$ cat config.mk
export PLATFORM = sky130hd
export DESIGN_NAME = vec_mem_sequencer_flat
export DESIGN_NICKNAME = d
export VERILOG_FILES = /design/src/rtl/vec_mem_sequencer_if.sv /design/src/rtl/vec_mem_sequencer.sv /design/src/flat_wrapper.sv
export SDC_FILE = /design/constraint.sdc
export NUM_CORES = 1
export LEC_CHECK = 0
export ABC_CLOCK_PERIOD_IN_PS = 4800
export CAP_MARGIN = 20
export CORE_MARGIN = 4
export CORE_UTILIZATION = 50
export DETAILED_ROUTE_END_ITERATION = 12
export PLACE_DENSITY = 0.88
export SKIP_LAST_GASP = 1
export SYNTH_ARGS = -nofsm -noshare
export SYNTH_HDL_FRONTEND = slang
export SYNTH_SLANG_ARGS = --single-unit
$ cat constraint.sdc
create_clock -name clk -period 4.8 [get_ports clk]
set_input_delay 1.2 -clock clk [delete_from_list [all_inputs] [get_ports clk]]
set_output_delay 1.2 -clock clk [all_outputs]
set_load 0.02 [all_outputs]
$ cat src/rtl/vec_mem_sequencer_if.sv
// Bundle of request, response and scalar-memory signals between a vector client,
// the vec_mem_sequencer and the segmented scalar data memory.
interface vec_mem_sequencer_if #(
    parameter int WIDTH = 24,
    parameter int LANES = 4
);
    logic                   req_valid;
    logic                   req_ready;
    logic                   req_we;
    logic [WIDTH-1:0]       req_addr;
    logic [LANES*WIDTH-1:0] req_wdata;

    logic                   resp_valid;
    logic                   resp_ready;
    logic [LANES*WIDTH-1:0] resp_rdata;
    logic                   resp_err;

    logic [WIDTH-1:0]       mem_a;
    logic [WIDTH-1:0]       mem_wd;
    logic                   mem_we;
    logic [WIDTH-1:0]       mem_rd;

    // The master drives requests, takes responses and supplies the memory read data.
    modport master (
        output req_valid, req_we, req_addr, req_wdata, resp_ready, mem_rd,
        input  req_ready, resp_valid, resp_rdata, resp_err, mem_a, mem_wd, mem_we
    );

    modport slave (
        input  req_valid, req_we, req_addr, req_wdata, resp_ready, mem_rd,
        output req_ready, resp_valid, resp_rdata, resp_err, mem_a, mem_wd, mem_we
    );
endinterface

$ cat src/rtl/vec_mem_sequencer.sv
// Serialises one unit-stride vector load/store into LANES scalar memory accesses.
// Stores are range-checked as a whole against the output segment before any write.
module vec_mem_sequencer #(
    parameter int WIDTH     = 24,
    parameter int LANES     = 4,
    parameter int OUT_BASE  = 24,
    parameter int OUT_LIMIT = 10024
) (
    input  logic                clk,
    input  logic                rst_n,
    vec_mem_sequencer_if.slave  bus
);
    localparam int LANE_W = (LANES > 1) ? $clog2(LANES) : 1;

    typedef enum logic [1:0] {
        IDLE,
        ACCESS,
        RESP
    } state_t;

    state_t                 state;
    state_t                 state_next;
    logic [LANE_W-1:0]      lane;
    logic [WIDTH-1:0]       base_q;
    logic [LANES*WIDTH-1:0] wdata_q;
    logic [LANES*WIDTH-1:0] rdata_q;
    logic                   we_q;
    logic                   err_q;

    logic                   accept;
    logic                   last_lane;
    logic                   range_bad;
    logic                   reject;
    logic [WIDTH:0]         lane_sum;

    assign accept    = (state == IDLE) && bus.req_valid;
    assign last_lane = (lane == LANE_W'(LANES - 1));
    assign reject    = bus.req_we && range_bad;

    // The extra sum bit makes an address that wraps past 2^WIDTH-1 count as out of range.
    always_comb begin
        range_bad = 1'b0;
        lane_sum  = '0;
        for (int i = 0; i < LANES; i++) begin
            lane_sum = {1'b0, bus.req_addr} + (WIDTH+1)'(i);
            if ((lane_sum < (WIDTH+1)'(OUT_BASE)) || (lane_sum >= (WIDTH+1)'(OUT_LIMIT))) begin
                range_bad = 1'b1;
            end
        end
    end

    always_ff @(posedge clk or negedge rst_n) begin
        if (!rst_n) begin
            state <= IDLE;
        end else begin
            state <= state_next;
        end
    end

    always_comb begin
        state_next = state;
        case (state)
            IDLE: begin
                if (accept) begin
                    state_next = reject ? RESP : ACCESS;
                end
            end
            ACCESS: begin
                if (last_lane) begin
                    state_next = RESP;
                end
            end
            RESP: begin
                if (bus.resp_ready) begin
                    state_next = IDLE;
                end
            end
            default: state_next = IDLE;
        endcase
    end

    always_ff @(posedge clk or negedge rst_n) begin
        if (!rst_n) begin
            lane    <= '0;
            base_q  <= '0;
            wdata_q <= '0;
            rdata_q <= '0;
            we_q    <= 1'b0;
            err_q   <= 1'b0;
        end else begin
            if (accept) begin
                we_q    <= bus.req_we;
                base_q  <= bus.req_addr;
                wdata_q <= bus.req_wdata;
                rdata_q <= '0;
                err_q   <= reject;
                lane    <= '0;
            end else if (state == ACCESS) begin
                if (!we_q) begin
                    rdata_q[int'(lane)*WIDTH +: WIDTH] <= bus.mem_rd;
                end
                lane <= last_lane ? '0 : lane + 1'b1;
            end
        end
    end

    // Memory port is purely decoded from state so mem_we drops the instant reset asserts.
    always_comb begin
        bus.mem_a  = '0;
        bus.mem_wd = '0;
        bus.mem_we = 1'b0;
        if (state == ACCESS) begin
            bus.mem_a = base_q + WIDTH'(lane);
            if (we_q) begin
                bus.mem_we = 1'b1;
                bus.mem_wd = wdata_q[int'(lane)*WIDTH +: WIDTH];
            end
        end
    end

    assign bus.req_ready  = (state == IDLE);
    assign bus.resp_valid = (state == RESP);
    assign bus.resp_rdata = rdata_q;
    assign bus.resp_err   = err_q;
endmodule

$ cat src/flat_wrapper.sv
// flat-port wrapper written by rule: the top's interface ports become plain ports
module vec_mem_sequencer_flat 
#(
    parameter int WIDTH     = 24,
    parameter int LANES     = 4,
    parameter int OUT_BASE  = 24,
    parameter int OUT_LIMIT = 10024
)
  (clk, rst_n, bus_req_valid, bus_req_we, bus_req_addr, bus_req_wdata, bus_resp_ready, bus_mem_rd, bus_req_ready, bus_resp_valid, bus_resp_rdata, bus_resp_err, bus_mem_a, bus_mem_wd, bus_mem_we);
  vec_mem_sequencer_if #(.WIDTH(WIDTH), .LANES(LANES)) bus_i ();
  input  logic clk;
  input  logic rst_n;
  input wire logic [$bits(bus_i.req_valid)-1:0] bus_req_valid;
  input wire logic [$bits(bus_i.req_we)-1:0] bus_req_we;
  input wire logic [$bits(bus_i.req_addr)-1:0] bus_req_addr;
  input wire logic [$bits(bus_i.req_wdata)-1:0] bus_req_wdata;
  input wire logic [$bits(bus_i.resp_ready)-1:0] bus_resp_ready;
  input wire logic [$bits(bus_i.mem_rd)-1:0] bus_mem_rd;
  output wire logic [$bits(bus_i.req_ready)-1:0] bus_req_ready;
  output wire logic [$bits(bus_i.resp_valid)-1:0] bus_resp_valid;
  output wire logic [$bits(bus_i.resp_rdata)-1:0] bus_resp_rdata;
  output wire logic [$bits(bus_i.resp_err)-1:0] bus_resp_err;
  output wire logic [$bits(bus_i.mem_a)-1:0] bus_mem_a;
  output wire logic [$bits(bus_i.mem_wd)-1:0] bus_mem_wd;
  output wire logic [$bits(bus_i.mem_we)-1:0] bus_mem_we;
  assign bus_i.req_valid = bus_req_valid;
  assign bus_i.req_we = bus_req_we;
  assign bus_i.req_addr = bus_req_addr;
  assign bus_i.req_wdata = bus_req_wdata;
  assign bus_i.resp_ready = bus_resp_ready;
  assign bus_i.mem_rd = bus_mem_rd;
  assign bus_req_ready = bus_i.req_ready;
  assign bus_resp_valid = bus_i.resp_valid;
  assign bus_resp_rdata = bus_i.resp_rdata;
  assign bus_resp_err = bus_i.resp_err;
  assign bus_mem_a = bus_i.mem_a;
  assign bus_mem_wd = bus_i.mem_wd;
  assign bus_mem_we = bus_i.mem_we;
  vec_mem_sequencer #(.WIDTH(WIDTH), .LANES(LANES), .OUT_BASE(OUT_BASE), .OUT_LIMIT(OUT_LIMIT)) u_core (.clk(clk), .rst_n(rst_n), .bus(bus_i));
endmodule
### Word level (Yosys, flattened, before mapping)

Index checks and enable logic that the tools add are counted.

* multiplexer cells: 21
* reduce and logical (&&, ||, !) cells: 10
* multiply operators: 1
* $lt $le $gt $ge: 8
* shifts and indexed selects: 3
* eq/ne operators: 7
* $add $sub $neg: 6

Operators with widths (number)
* 96-bit two-way mux: 3
* 96-bit bitwise mux: 1
* 24-bit by 33-bit variable shift with 96-bit output (first input constant): 1
* 24-bit by 33-bit variable part select with 96-bit output: 1
* 96-bit by 32-bit variable part select with 24-bit output: 1
* 25-bit by 14-bit >= comparator with 1-bit output (second input constant): 3
* 25-bit by 5-bit less-than comparator with 1-bit output (second input constant): 3
* 24-bit two-way mux: 3
* 24-bit by 2-bit adder with 25-bit output (second input constant): 2
* 32-bit negation with 33-bit output: 1
* 24-bit by 1-bit adder with 25-bit output (second input constant): 1
* 24-bit by 2-bit adder with 24-bit output: 1
* 24-bit by 14-bit >= comparator with 1-bit output (second input constant): 1
* 24-bit by 5-bit less-than comparator with 1-bit output (second input constant): 1
* 2-bit two-way mux: 7
* 1-bit two-way mux: 6
* 2-bit one-hot mux with 3 select lines: 1
* 2-bit equality test (second input constant): 2
* 1-bit logical OR: 4
* 2-bit by 2-bit multiplier with 4-bit output (second input constant): 1
* 2-bit by 1-bit != test with 1-bit output (second input constant): 2
* 2-bit != test (second input constant): 2
* 3-bit AND reduction: 1
* 2-bit by 1-bit adder with 2-bit output (second input constant): 1
* other kinds (5): 6

* logic and storage cells: 63
* flip-flop bits (word level): 222
* bits of input ports: 149
* output and inout port bits: 148

### Logic depth before layout (Yosys ltp)

Gate-level depths: netlist of run 1.

* depth after elaboration: 10
* depth in mapped cells: 11
* depth with buffers taken out: 6

### Worst setup path after synthesis of run 1

Ideal clock, no wire load.

* path kind: flip-flop to output port
* from: reg u_core.lane[1]
* to: out bus_mem_a[23]
* arrival time: 2.210 ns
* data required time: 3.600 ns
* setup slack: 1.390 ns
* path buffers: 0
* cell stages (with the launch flop): 6
* cell sequence: dfrtp_1 ha_1 a21oi_1 or4b_4 or4_1 a21oi_1

* longest elaborated chain between the ends: 2

RTL lines
* start, declared: line vec_mem_sequencer.sv:23 `logic [LANE_W-1:0] lane;`
* start signal, assigned: line vec_mem_sequencer.sv:102 `lane <= last_lane ? '0 : lane + 1'b1;`
* 24-bit by 2-bit adder with 24-bit output: line vec_mem_sequencer.sv:113 `bus.mem_a = base_q + WIDTH'(lane);`
* 24-bit two-way mux: line vec_mem_sequencer.sv:112 `if (state == ACCESS) begin`
* end, declared: line flat_wrapper.sv:23 `output wire logic [$bits(bus_i.mem_a)-1:0] bus_mem_a;`

No other way between the ends.

### Final worst setup path of run 1

* from: reg u_core.base_q[1]
* to: out bus_mem_a[23]

* longest elaborated chain between the ends: 2

RTL lines
* start, declared: line vec_mem_sequencer.sv:24 `logic [WIDTH-1:0] base_q;`
* start signal, assigned: line vec_mem_sequencer.sv:93 `base_q <= bus.req_addr;`
* 24-bit by 2-bit adder with 24-bit output: line vec_mem_sequencer.sv:113
* 24-bit two-way mux: line vec_mem_sequencer.sv:112

No other way between the ends.

==> results of run 1 <==
## layout make-up
class | instances | area, sq um | share of cell area, %
multi-input cells | 531 | 4740 | 32.4
inverters | 17 | 63.8 | 0.436
repair buffers | 315 | 3140 | 21.5
well taps | 275 | 344 | 2.35
clock inverters | 11 | 98.8 | 0.676
flip-flops and latches | 222 | 5560 | 38.0
clock buffers | 31 | 678 | 4.64
## power groups by stage
stage          sequential (mW)  clock, mW  combinational (mW)
2_1_floorplan             2.78          0                2.22
3_3_place_gp              2.81          0                3.10
3_5_place_dp              2.85          0                3.18
4_1_cts                   2.82       1.83                3.21
5_1_grt                   2.91       1.91                3.47
6_report                  2.83       1.82                3.22
## through the flow
step / power [mW] / area (sq um) / cells / utilization [%]
5_1_grt: 8.29 / 14600 / 1402 / 69.8
3_3_place_gp: 5.91 / 13800 / 1356 / 65.9
3_5_place_dp: 6.03 / 13800 / 1356 / 65.9
6_report: 7.86 / 14600 / 1402 / 69.8
2_1_floorplan: 5.00 / 10600 / 833 / -
4_1_cts: 7.87 / 14600 / 1401 / 69.7
## path summary, 6_finish.rpt
path	start	slack [ps]	endpoint	depth (start not counted)
worst max-delay path	u_core.base_q[1]$_DFFE_PN0P_	260	bus_mem_a[23]	6
worst min-delay path	u_core.bus.resp_rdata[21]$_DFFE_PN0P_	490	u_core.bus.resp_rdata[21]$_DFFE_PN0P_	1
worst max register to register	u_core.lane[0]$_DFFE_PN0N_	920	u_core.bus.resp_rdata[73]$_DFFE_PN0P_	8
max in group asynchronous	rst_n	3100	u_core.wdata_q[34]$_DFFE_PN0P_	2
min in group asynchronous	rst_n	760	u_core.bus.resp_rdata[26]$_DFFE_PN0P_	1
worst min register to register	u_core.bus.resp_rdata[21]$_DFFE_PN0P_	490	u_core.bus.resp_rdata[21]$_DFFE_PN0P_	1
## placed cells by master (no fill, tap or decap), types with 8 or more instances in the layout
| master | count |
|---|---|
| clkdlybuf4s50_1 | 295 |
| dfrtp_1 | 221 |
| mux2_2 | 118 |
| a22o_1 | 88 |
| a21oi_1 | 32 |
| mux2i_1 | 32 |
| and3_1 | 25 |
| clkbuf_16 | 25 |
| nand2_1 | 24 |
| mux4_2 | 24 |
| o2bb2ai_1 | 23 |
| nor2_1 | 22 |
| inv_1 | 17 |
| buf_4 | 16 |
| nand3_1 | 12 |
| o21ai_0 | 10 |
| o31ai_1 | 9 |
| or4_1 | 9 |
| a211oi_1 | 9 |
| a22oi_1 | 9 |
| ha_1 | 8 |
## state kept, by name, indices dropped and copies added, names as in the netlist
name	count
u_core.state	2
u_core.wdata_q	96
u_core.base_q	24
u_core.bus.resp_rdata	96
u_core.we_q	1
u_core.lane	2
u_core.bus.resp_err	1
## logic make-up (layout without fill, tap and decap cells)
group,Yosys count,after routing,share of synthesized area [%]
fa+ha+maj,9,9,1.13
mux,174,174,20.6
buf+inv,80,374,3.19
compound gates,194,194,14.0
xor+xnor,11,11,0.907
simple gates,143,143,7.81
flops,222,222,52.3
## layer usage
| layer | vias up | wire length [um] | GRT usage, % |
|---|---|---|---|
| met5 | - | 0 | 0 |
| met2 | 390 | 15300 | 43.3 |
| met1 | 4203 | 12100 | 33.1 |
| li1 | 3726 | - | - |
| met4 | 0 | 1190 | 9.00 |
| met3 | 89 | 2620 | 5.99 |
==> key figures, run 1 <==
STA
  • RSZ-0062 raised after global routing: false
  • Fmax: 0.220 GHz
  • Setup_tns: 0 ps
  • Period minus WS final: 4540 ps
  • Slew @ Worst Pin: 1000 ps
  • Setup slack after layout: 257 ps
  • Pins Over Slew Limit: 0
  • Min Hold Slack: 489 ps
  • Hold Vio Cnt, Final: 0
  • Worst Skew: 27.1 ps
  • Rel. slew slack: 33.3%
  • # setup viols final: 0
  • Post-route clock period utilization: 94.7%

Clocking
  • Clk Tree Root Cell: clkbuf_16
  • Post-CTS Setup Bufs: 3
  • CTS Hold Bufs: 0
  • Worst skew pair latency: 520 ps
  • Clk sinks: 222
  • Worst-path clk slew: 60 ps
  • CTS resizes: 0
  • Maximum buffer depth of the clock tree: 3
  • CTS Buf Count: 24
  • TritonCTS clock tree: built
  • H-tree Lvls: 1

Synth
  • Synth area leader: dfrtp_1
  • Synth top area cells: dfrtp_1, mux2_2, a22o_1
  • Count leader, synth: dfrtp_1
  • Synthesized flop and latch total: 222
  • Post-Synthesis Cell Area: 0.0106 sq mm
  • Share of the synthesized area in the top cell type: 52.3%
  • Syn nets: 991
  • Commonest cells post-synth: dfrtp_1, mux2_2, a22o_1
  • Primary FF master, synth: dfrtp_1
  • Ys Warns: 0
  • FFs w/ async S/R, synth: 100%
  • Post-synth EDFFs: 0
  • Syn Area/Cell: 12.7 sq um
  • Cell variety after synth: 50
  • Sequential share of the synthesized area: 52.3%
  • Mapped Cells: 833

Floorplanning
  • Row cnt: 53
  • Die W: 154 um
  • Die Height: 154 um
  • Core area: 0.0210 sq mm
  • Die area: 0.0236 sq mm
  • Initial Utilization: 50.7%
  • Ports: 297

Setup path
  • CP Cell Sequence: ha_1 > a21oi_1 > or4b_4 > or4_1 > a21oi_1 > clkdlybuf4s50_1
  • CP Launch Type: flop
  • Req. time, crit path: 3600 ps
  • CP arrival: 3340 ps
  • CP Max Fanout: 14
  • Critical Path Sink Type: primary output
  • Critical path class: flop to primary output
  • CP peak stage delay: 650 ps
  • WP buf/inv: 1
  • Largest delay share family, worst path: simple AND/OR/NAND/NOR gates
  • Slowest cell on crit path: or4b_4
  • Cell mode on critical path: a21oi_1

Power and ir drop
  • Internal: 5.04 mW
  • Sw Share: 35.9%
  • Clock power share: 23.1%
  • Sequential Power Share: 36.0%
  • Sw power: 2.82 mW
  • Lkg Pwr: 6.01 nW
  • PwrDens: 538 mW/mm^2
  • Peak VDD IR: 348 uV
  • Comb power frac: 40.9%

Global routing
  • Number of global-route vias before repair: 8768
  • Initial antenna violation count: 0
  • Pin count of the biggest net entering global routing: 124
  • GRT overflow: 0
  • First-pass GRT wire length: 49200 um
  • GRT Total Usage: 25.8%

Layout
  • P&R area growth vs syn: 37.7%
  • Layout Nets: 1269
  • ANT cells: 0
  • Layout cells sized above 1: 18.8%
  • FILL cells: 1486

Drt
  • First-pass iteration count of the detailed router: 5
  • Routed wire per std cell: 22.3 um
  • DRC: 0
  • DR iter-0 viols: 621
  • Total number of vias: 8408
  • Via-per-instance ratio: 6.00
  • Routed WL: 31200 um
  • ANT nets after route: 0

Placement
  • Gpl congestion: 0.910
  • Buffers added on ports: 296
  • Dpl hpwl: 22200 um
  • Pre-CTS setup slack: 517 ps

Hold path
  • Hold Crit Class: flop to flop

Flow run
  • Max-cap violations: 0

Outcome
  • Status: finished clean
No activity file was read; power rests on OpenSTA's default activity.
==> run 2, diff against run 1 <==
Settings changed: ABC_CLOCK_PERIOD_IN_PS 4800 to default, CORE_UTILIZATION 50 to 52, PLACE_DENSITY 0.88 to 0.91.
==> run 2 against run 1 <==
Wire length is 4.6% higher. Fmax is 0.71% lower. Setup slack worse by 32 ps. Flip-flop and latch count stayed put. Die area is 3.6% lower. Utilization is 3.0 points higher. Highest routed layer unchanged.
==> key figures, run 2 (same netlist as run 1, synthesis figures left out) <==
Setup path
  • Req. time, crit path: 3600 ps (about the same)
  • CP peak stage delay: 660 ps (about the same)
  • Worst r2r src: u_core.lane[0]$_DFFE_PN0N_
  • CP Max Fanout: 14 (unchanged)
  • CP Launch Type: flop
  • WP buf/inv: 1 (unchanged)
  • CP Cell Sequence: ha_1 > a21oi_1 > or4b_4 > or4_1 > a21oi_1 > clkdlybuf4s50_1
  • Largest delay share family, worst path: simple AND/OR/NAND/NOR gates
  • Critical Path Sink Type: primary output
  • Slowest cell on crit path: clkdlybuf4s50_1
  • CP arrival: 3380 ps (+40 ps)
  • Reg-to-reg endpoint: u_core.bus.resp_rdata[13]$_DFFE_PN0P_
  • R2r setup slk: 1160 ps (+240 ps)
  • Cell mode on critical path: a21oi_1
  • Worst reg-to-reg path cell count: 9 (+1)
  • Critical path class: flop to primary output

Floorplanning
  • Initial Utilization: 52.7% (+2.0 points)
  • Row cnt: 52 (-1.9%)
  • Die W: 151 um (-1.8%)
  • Die Height: 151 um (-1.8%)
  • Die area: 0.0228 sq mm (-3.6%)
  • Core area: 0.0202 sq mm (-3.7%)
  • Ports: 297 (unchanged)

Layout
  • P&R area growth vs syn: 38.3%
  • FILL cells: 1314 (-12%)
  • Commonest non-fill, non-tap cell in the layout: clkdlybuf4s50_1
  • Layout Nets: 1269 (unchanged)
  • Layout cells sized above 1: 18.7% (-0.11 points)
  • Most frequent cells in the layout: clkdlybuf4s50_1, dfrtp_1, mux2_2

STA
  • Post-route clock period utilization: 95.3% (+0.67 points)
  • Worst Skew: 10.5 ps (-16.6 ps)
  • Fmax: 0.219 GHz (-0.71%)
  • Period minus WS final: 4580 ps (+32.4 ps)
  • RSZ-0062 raised after global routing: false
  • Setup_tns: 0 ps (unchanged)
  • # setup viols final: 0 (unchanged)
  • Rel. slew slack: 27.9% (-5.4 points)
  • Slew @ Worst Pin: 1080 ps (+80.9 ps)
  • Hold Vio Cnt, Final: 0 (unchanged)
  • Min Hold Slack: 488 ps (-0.755 ps)
  • Pins Over Slew Limit: 0 (unchanged)

Global routing
  • Number of global-route vias before repair: 9065 (+3.4%)
  • Initial antenna violation count: 5 (+5)
  • First-pass GRT wire length: 50500 um (+2.6%)
  • GRT overflow: 0 (unchanged)
  • GRT Total Usage: 28.3% (+2.6 points)
  • Pin count of the biggest net entering global routing: 129 (+4.0%)

Drt
  • DRC: 0 (unchanged)
  • Via-per-instance ratio: 6.12 (+2.0%)
  • First-pass iteration count of the detailed router: 5 (unchanged)
  • DR iter-0 viols: 696 (+12%)
  • ANT nets after route: 0 (unchanged)
  • Total number of vias: 8589 (+2.2%)
  • Routed WL: 32600 um (+4.6%)
  • Routed wire per std cell: 23.3 um (+4.5%)

Power and ir drop
  • Peak VDD IR: 344 uV (-0.94%)
  • Lkg Pwr: 6.03 nW (+0.40%)
  • PwrDens: 547 mW/mm^2 (+1.8%)

Hold path
  • Min-delay src: u_core.bus.resp_rdata[22]$_DFFE_PN0P_
  • Worst Hold Endpoint: u_core.bus.resp_rdata[22]$_DFFE_PN0P_
  • Hold Crit Class: flop to flop
  • Hold Crit Depth: 1 (unchanged)

Clocking
  • Clk sinks: 222 (unchanged)
  • CTS Buf Count: 24 (unchanged)
  • CTS resizes: 0 (unchanged)
  • H-tree Lvls: 1 (unchanged)
  • Worst skew pair latency: 510 ps (about the same)
  • Worst-path clk slew: 60 ps (about the same)
  • Clk Tree Root Cell: clkbuf_16
  • TritonCTS clock tree: built
  • Maximum buffer depth of the clock tree: 3 (unchanged)

Placement
  • Gpl congestion: 0.910 (about the same)
  • Buffers added on ports: 296 (unchanged)
  • Dpl hpwl: 22900 um (+3.4%)

Outcome
  • Status: finished clean

Flow run
  • Max-cap violations: 0 (unchanged)
run 2: cell count changes in the layout (fill, tap and decap cells not counted), sizes merged:
cell      previous run  this run
diode                0         6
clkbuf              31        34
bufinv               1         3
clkinv               6         4
clkinvlp             3         2
inv                 18        17
run 2: worst max path at each step:
| stage | startpoint | endpoint | slack (ps) | cells after the start |
|---|---|---|---|---|
| global placement | u_core.lane[1]$_DFFE_PN0N_ | bus_mem_a[18] | 700 | 7 |
| detailed placement | u_core.lane[1]$_DFFE_PN0N_ | bus_mem_a[22] | 560 | 7 |
| CTS | u_core.base_q[1]$_DFFE_PN0P_ | bus_mem_a[23] | 210 | 6 |
| finish | u_core.base_q[1]$_DFFE_PN0P_ | bus_mem_a[23] | 220 | 6 |
| floorplan | u_core.lane[1]$_DFFE_PN0N_ | bus_mem_a[23] | 1390 | 5 |
| global route | u_core.lane[1]$_DFFE_PN0N_ | bus_mem_a[16] | 110 | 8 |
run 2: per-stage QoR:
step / setup WS, ps / utilization, % / instance area (sq um) / total power [mW] / std cells
5_1_grt: 114 / 72.8 / 14700 / 8.46 / 1403
6_report: 224 / 72.8 / 14700 / 8.04 / 1404
3_3_place_gp: 697 / 68.4 / 13800 / 5.91 / 1350
4_1_cts: 212 / 72.7 / 14700 / 8.04 / 1398
3_5_place_dp: 556 / 68.5 / 13800 / 6.07 / 1351
2_1_floorplan: 1390 / - / 10600 / 5.00 / 833
run 2: area by class of cell:
class	count	area (sq um)	area share [%]
flip-flops and latches	222	5560	37.8
multi-input cells	531	4740	32.3
repair buffers	315	3140	21.4
clock buffers	34	699	4.76
well taps	270	338	2.30
clock inverters	9	129	0.877
inverters	17	63.8	0.434
diodes	6	15.0	0.102
run 2: routing by layer:
metal	track usage [%]	routed length (um)
met1	35.9	12400
met2	46.3	15800
met3	7.06	2970
met4	12.7	1520
met5	0	0
run 2: timing repair:
action                                  4_1_cts  5_1_grt
buffers inserted                              4        0
hold buffers                                  0        0
endpoints found under the setup margin        3        0
run 2: where the power goes:
group          internal [mW]  leakage [nW]  switching (mW)
sequential              2.43          2.81           0.442
combinational           1.56          2.82            1.68
clock                   1.18         0.401           0.754
total                   5.17          6.03            2.87
==> run 3, diff against run 2 <==
Settings changed: GPL_TIMING_DRIVEN from default to 0.
==> run 3 against run 2 <==
Flip-flop and latch count is the same. Utilization rose by 0.11 points. Highest routed layer is now met5. Largest cell class unchanged. Register-to-register slack worse by 80 ps.
==> key figures, run 3 (same netlist as run 1, synthesis figures left out) <==
Setup path
  • Critical path class: flop to primary output
  • Cell mode on critical path: a21oi_1
  • CP Cell Sequence: ha_1 > a21oi_1 > or4b_4 > or4_1 > a21oi_1 > clkdlybuf4s50_1
  • Largest delay share family, worst path: simple AND/OR/NAND/NOR gates
  • Req. time, crit path: 3600 ps (about the same)
  • WP buf/inv: 1 (unchanged)
  • Critical Path Sink Type: primary output
  • CP peak stage delay: 650 ps (about the same)
  • CP arrival: 3380 ps (about the same)
  • CP Max Fanout: 6 (-8)
  • R2r setup slk: 1080 ps (-80 ps)
  • CP Launch Type: flop
  • Slowest cell on crit path: clkdlybuf4s50_1

Floorplanning
  • Row cnt: 52 (unchanged)
  • Die W: 151 um (unchanged)
  • Core area: 0.0202 sq mm (unchanged)
  • Die area: 0.0228 sq mm (unchanged)
  • Ports: 297 (unchanged)
  • Die Height: 151 um (unchanged)
  • Initial Utilization: 52.7% (unchanged)

Clocking
  • CTS Buf Count: 23 (-4.2%)
  • Maximum buffer depth of the clock tree: 3 (unchanged)
  • Clk sinks: 222 (unchanged)
  • Worst skew pair latency: 520 ps (about the same)
  • TritonCTS clock tree: built
  • CTS Hold Bufs: 0 (unchanged)
  • Worst-path clk slew: 70 ps (about the same)
  • Clk Tree Root Cell: clkbuf_16
  • H-tree Lvls: 1 (unchanged)
  • Post-CTS Setup Bufs: 0 (-4)
  • CTS resizes: 0 (unchanged)

Flow run
  • Max-cap violations: 0 (unchanged)

Power and ir drop
  • Peak VDD IR: 385 uV (+12%)
  • Sw Share: 37.1% (+1.3 points)
  • Comb power frac: 42.3% (+2.0 points)
  • PwrDens: 540 mW/mm^2 (-1.3%)
  • Internal: 5.00 mW (-3.2%)
  • Clock power share: 21.9% (-2.1 points)
  • Sw power: 2.94 mW (+2.5%)
  • Sequential Power Share: 35.8% (about the same)
  • Lkg Pwr: 6.07 nW (+0.67%)

Layout
  • Layout Nets: 1314 (+3.5%)
  • P&R area growth vs syn: 38.5%
  • Final instance area: 0.0147 sq mm (+0.15%)
  • Layout Utilization: 72.9% (+0.11 points)
  • FILL cells: 1318 (+0.30%)
  • Layout cells sized above 1: 18.1% (-0.62 points)
  • Commonest non-fill, non-tap cell in the layout: clkdlybuf4s50_1
  • Most frequent cells in the layout: clkdlybuf4s50_1, dfrtp_1, mux2_2

Global routing
  • Initial antenna violation count: 2 (-3)
  • GRT met3 Usage: 7.39% (+0.33 points)
  • Number of global-route vias before repair: 9109 (+0.49%)
  • GRT busiest layer: met2
  • GRT overflow: 0 (unchanged)
  • GRT Total Usage: 29.7% (+1.3 points)
  • First-pass GRT wire length: 52100 um (+3.3%)
  • Met2 Use GR: 48.6% (+2.3 points)
  • GR Util met1: 37.5% (+1.6 points)
  • Pin count of the biggest net entering global routing: 122 (-5.4%)

Hold path
  • Hold Crit Class: flop to flop

STA
  • Period minus WS final: 4580 ps (+1.23 ps)
  • RSZ-0062 raised after global routing: false
  • Rel. slew slack: 41.7% (+14 points)
  • Fmax: 0.218 GHz (about the same)
  • Slew @ Worst Pin: 868 ps (-214 ps)
  • Hold Vio Cnt, Final: 0 (unchanged)
  • # setup viols final: 0 (unchanged)
  • Post-route clock period utilization: 95.4% (about the same)
  • Pins Over Slew Limit: 0 (unchanged)
  • Worst Skew: 8.31 ps (-2.20 ps)

Placement
  • Gpl congestion: 0.942 (+3.5%)
  • Area post-placement: 0.0140 sq mm (+1.2%)
  • Buffers added on ports: 296 (unchanged)
  • Dpl hpwl: 25200 um (+10%)

Drt
  • DR iter-0 viols: 552 (-21%)
  • Routed wire per std cell: 23.6 um (+1.4%)
  • DRC: 0 (unchanged)
  • Via-per-instance ratio: 6.06 (-0.97%)
  • First-pass iteration count of the detailed router: 5 (unchanged)
  • Total number of vias: 8742 (+1.8%)
  • Routed WL: 34000 um (+4.2%)
  • ANT nets after route: 0 (unchanged)

Outcome
  • Status: finished clean
[run 3: final cells by class]
type / instances / area [sq um] / area share [%]
antenna: 1 / 2.50 / 0.0170
clock buffer: 32 / 639 / 4.35
sequential: 222 / 5560 / 37.8
inverter: 17 / 63.8 / 0.434
tap: 270 / 338 / 2.30
buffer: 63 / 275 / 1.87
clock inverter: 9 / 86.3 / 0.587
multi-input combinational: 531 / 4730 / 32.1
timing repair buffer: 298 / 3020 / 20.6
[run 3: routing by layer]
| layer | share of wire [%] | up-vias |
|---|---|---|
| li1 | - | 3826 |
| met5 | 0.024 | - |
| met3 | 8.7 | 104 |
| met2 | 48 | 449 |
| met4 | 4.3 | 2 |
| met1 | 39 | 4361 |
[run 3: worst paths after layout]
kind	start	cells after the start	to
max	u_core.lane[1]$_DFFE_PN0N_	6	bus_mem_a[23]
min	u_core.bus.resp_rdata[19]$_DFFE_PN0P_	1	u_core.bus.resp_rdata[19]$_DFFE_PN0P_
max reg2reg	u_core.lane[1]$_DFFE_PN0N_	8	u_core.bus.resp_rdata[34]$_DFFE_PN0P_
min reg2reg	u_core.bus.resp_rdata[19]$_DFFE_PN0P_	1	u_core.bus.resp_rdata[19]$_DFFE_PN0P_
max in group asynchronous	rst_n	3	u_core.wdata_q[61]$_DFFE_PN0P_
min in group asynchronous	rst_n	1	u_core.bus.resp_rdata[63]$_DFFE_PN0P_
[run 3: power by group through the flow]
stage	clock, mW	combinational (mW)	sequential, mW
after floorplan	0	2.22	2.78
after global placement	0	3.22	2.80
after detailed placement	0	3.32	2.84
after CTS	1.76	3.35	2.82
after global routing	1.84	3.63	2.90
final	1.74	3.36	2.84
[run 3: stage by stage]
stage | worst slack, ps | hold WS [ps] | std cells | power [mW] | setup TNS, ps
finish | 223 | 493 | 1443 | 7.95 | 0
global route | 91.7 | 504 | 1443 | 8.37 | 0
CTS | 202 | 491 | 1442 | 7.93 | 0
floorplan | 1390 | 475 | 833 | 5.00 | 0
global placement | -6520 | 475 | 1399 | 6.02 | -1442860
detailed placement | 775 | 473 | 1401 | 6.16 | 0
==> RTL change, RTL diff (settings of run 2) <==
`WIDTH` is set to 24 in 3 places; all go to 28.
--- a/src/rtl/vec_mem_sequencer_if.sv
+++ b/src/rtl/vec_mem_sequencer_if.sv
@@ -1,7 +1,7 @@
 // Bundle of request, response and scalar-memory signals between a vector client,
 // the vec_mem_sequencer and the segmented scalar data memory.
 interface vec_mem_sequencer_if #(
-    parameter int WIDTH = 24,
+    parameter int WIDTH = 28,
     parameter int LANES = 4
 );
     logic                   req_valid;
--- a/src/rtl/vec_mem_sequencer.sv
+++ b/src/rtl/vec_mem_sequencer.sv
@@ -1,7 +1,7 @@
 // Serialises one unit-stride vector load/store into LANES scalar memory accesses.
 // Stores are range-checked as a whole against the output segment before any write.
 module vec_mem_sequencer #(
-    parameter int WIDTH     = 24,
+    parameter int WIDTH     = 28,
     parameter int LANES     = 4,
     parameter int OUT_BASE  = 24,
     parameter int OUT_LIMIT = 10024
--- a/src/flat_wrapper.sv
+++ b/src/flat_wrapper.sv
@@ -1,7 +1,7 @@
 // flat-port wrapper written by rule: the top's interface ports become plain ports
 module vec_mem_sequencer_flat 
 #(
-    parameter int WIDTH     = 24,
+    parameter int WIDTH     = 28,
     parameter int LANES     = 4,
     parameter int OUT_BASE  = 24,
     parameter int OUT_LIMIT = 10024
Ports: changed (6 resized); port bits go from 297 to 345. No check against the original RTL was run, so the function may have changed too.
==> RTL change against run 2 <==
Routed wire length increased by 28%; non-clock buffer count is 45 higher; register-to-register slack worse by 0.20 ns; die area up 17%; worst setup slack better by 0.086 ns; sequential cell count is 36 higher; critical path depth increased by 1; total power up 23%; first-iteration DRC count is 44% higher; sequential share of layout area hardly changed; final area rose by 16%; critical endpoint is now bus_mem_a[26]; largest cell class unchanged; synthesized area rose by 18%.
==> RTL change: results (changes against run 2) <==
[clocking]
cts_buffers=26  ; +8.3%
worstSkewPairLatency_ns=0.53  ; +0.02 ns
post_cts_buffers=0  ; -4
clk_pin_slew_ns=0.07
cts_max_level=1  ; unchanged
post_cts_resized=0  ; unchanged
clockRootBuffer=clkbuf_16
cts_buffer_depth=3  ; unchanged

[sta]
max_slew_margin_pct=29.9  ; +2.0 points
finalClockSkew_ns=0.0125  ; +0.00199 ns

[place]
dpl.hpwl_mm=29.2  ; +28%
postPlaceCellArea_um2=16200  ; +17%
place.gp.congestion=0.936  ; +2.9%
io_buffers=344  ; +16%

[logic_synthesis]
seq_area_frac_synth_pct=51.7  ; -0.65 points
synth_cell_type_count=64  ; +28%
synth-edff-count=0  ; unchanged
ys_async_sr_fraction_pct=100  ; unchanged
synthTopCellsByCount=526 x nand2_1, 258 x dfrtp_1, 55 x o21ai_0
ys_warn_count=0  ; unchanged
syn_nets=1514  ; +53%
synth.area.top_cells=dfrtp_1 52%, nand2_1 16%, mux4_2 6.8%, o21ai_0 2.2%, a22o_1 1.9%

[min_path]
hold_class=register to register
whs_path_depth=2  ; +1
hold_path_end=u_core.wdata_q[95]$_DFFE_PN0P_
min_from=u_core.wdata_q[95]$_DFFE_PN0P_

[outcome]
status=completed

[setup_path]
reg2reg_depth=6  ; -3
r2r-start=u_core.lane[0]$_DFFE_PN0N_
r2r_setup_slack_ns=0.96  ; -0.20 ns
crit_family=simple AND/OR/NAND/NOR gates
slowest_delay_ns=0.61  ; -0.05 ns
cp_max_fo=10  ; -4
startpoint=u_core.lane[1]$_DFFE_PN0N_
worst_path_max_delay_cell=clkdlybuf4s50_1
r2r-end=u_core.bus.resp_rdata[108]$_DFFE_PN0P_
arrival_ns=3.29  ; -0.09 ns

[layout]
layout-drive-gt1-share_pct=8.15  ; -11 points
layout.nets=1820  ; +43%
num_antenna_cells=0  ; -6

[global_routing]
first_global_vias=11768  ; +30%
antenna_found_initial=0  ; -5
grt_pass1_wl_mm=64.5  ; +28%
grtUsageTotal_pct=30.9  ; +2.6 points
grt_max_degree=144  ; +12%

[routing]
firstDrtPassIters=5  ; unchanged
routed_wl_mm=41.7  ; +28%
via_per_inst=5.84  ; -4.6%
drt_iter0_drc=1003  ; +44%
final_antenna_net_count=0  ; unchanged

[pwr]
irDropWorstVdd_v=0.000382  ; +11%
p_leak_uw=0.00772  ; +28%

-- RTL change: cell types whose count changed in the layout (fill, tap and decap cells not counted), sizes merged, moves of 11 or more --
cell	change
o2bb2ai	-22
inv	-11
mux2	-113
nand2b	+14
nor2	+34
mux4	+14
o21ai	+71
a22o	-61
dfrtp	+36
nand2	+503
clkdlybuf4s50	+48
mux2i	-25
xor2	+17
-- RTL change: worst min-delay path: stages (launching register included) --
cell,delay (ns)
dfrtp_1,0.34
nand2_1,0.05
nand2_1,0.05
-- RTL change: cells by family (layout without fill, tap and decap cells) --
| logic type | count (synthesis) | count (layout) | synth area share (%) |
|---|---|---|---|
| compound gates | 185 | 185 | 9.57 |
| xor+xnor | 28 | 28 | 1.96 |
| fa+ha+maj | 9 | 9 | 0.961 |
| buf+inv | 87 | 411 | 3.15 |
| flops | 258 | 258 | 51.7 |
| mux | 50 | 50 | 7.86 |
| simple gates | 715 | 715 | 24.8 |
-- RTL change: layout make-up --
type	count	area (um2)
fill	1613	6490
multi-input combinational	987	5670
tap	319	399
sequential	258	6460
clock inverter	12	149
inverter	5	18.8
timing repair buffer	360	3610
clock buffer	34	752
-- RTL change: worst max-delay path by stage --
stage / end / slack (ns)
3_5_place_dp: bus_mem_a[26] / 0.86
4_1_cts: bus_mem_a[26] / 0.27
5_1_grt: bus_mem_a[22] / 0.11
6_report: bus_mem_a[26] / 0.31
3_3_place_gp: bus_mem_a[22] / 0.95
2_1_floorplan: bus_mem_a[22] / 1.59
-- RTL change: layer usage --
metal | GRT usage (%) | vias to the layer above | wire length [um]
met5 | 0 | - | 0
met4 | 13.2 | 0 | 1870
met3 | 9.06 | 128 | 4640
met2 | 53.4 | 732 | 20800
met1 | 36.1 | 5581 | 14400
li1 | - | 5089 | -
-- RTL change: power by group --
group / internal [uW] / leakage [uW] / switching (uW)
sequential: 2880 / 0.00336 / 563
clock: 1260 / 0.000434 / 863
combinational: 1730 / 0.00392 / 2560
total: 5870 / 0.00772 / 3980
-- RTL change: through the flow --
| step | setup slack [ns] | hold WS, ns | std cells |
|---|---|---|---|
| floorplan | 1.59 | 0.440 | 1332 |
| global placement | 0.946 | 0.452 | 1929 |
| detailed placement | 0.864 | 0.459 | 1929 |
| CTS | 0.269 | 0.472 | 1975 |
| global route | 0.114 | 0.492 | 1975 |
| finish | 0.310 | 0.470 | 1975 |
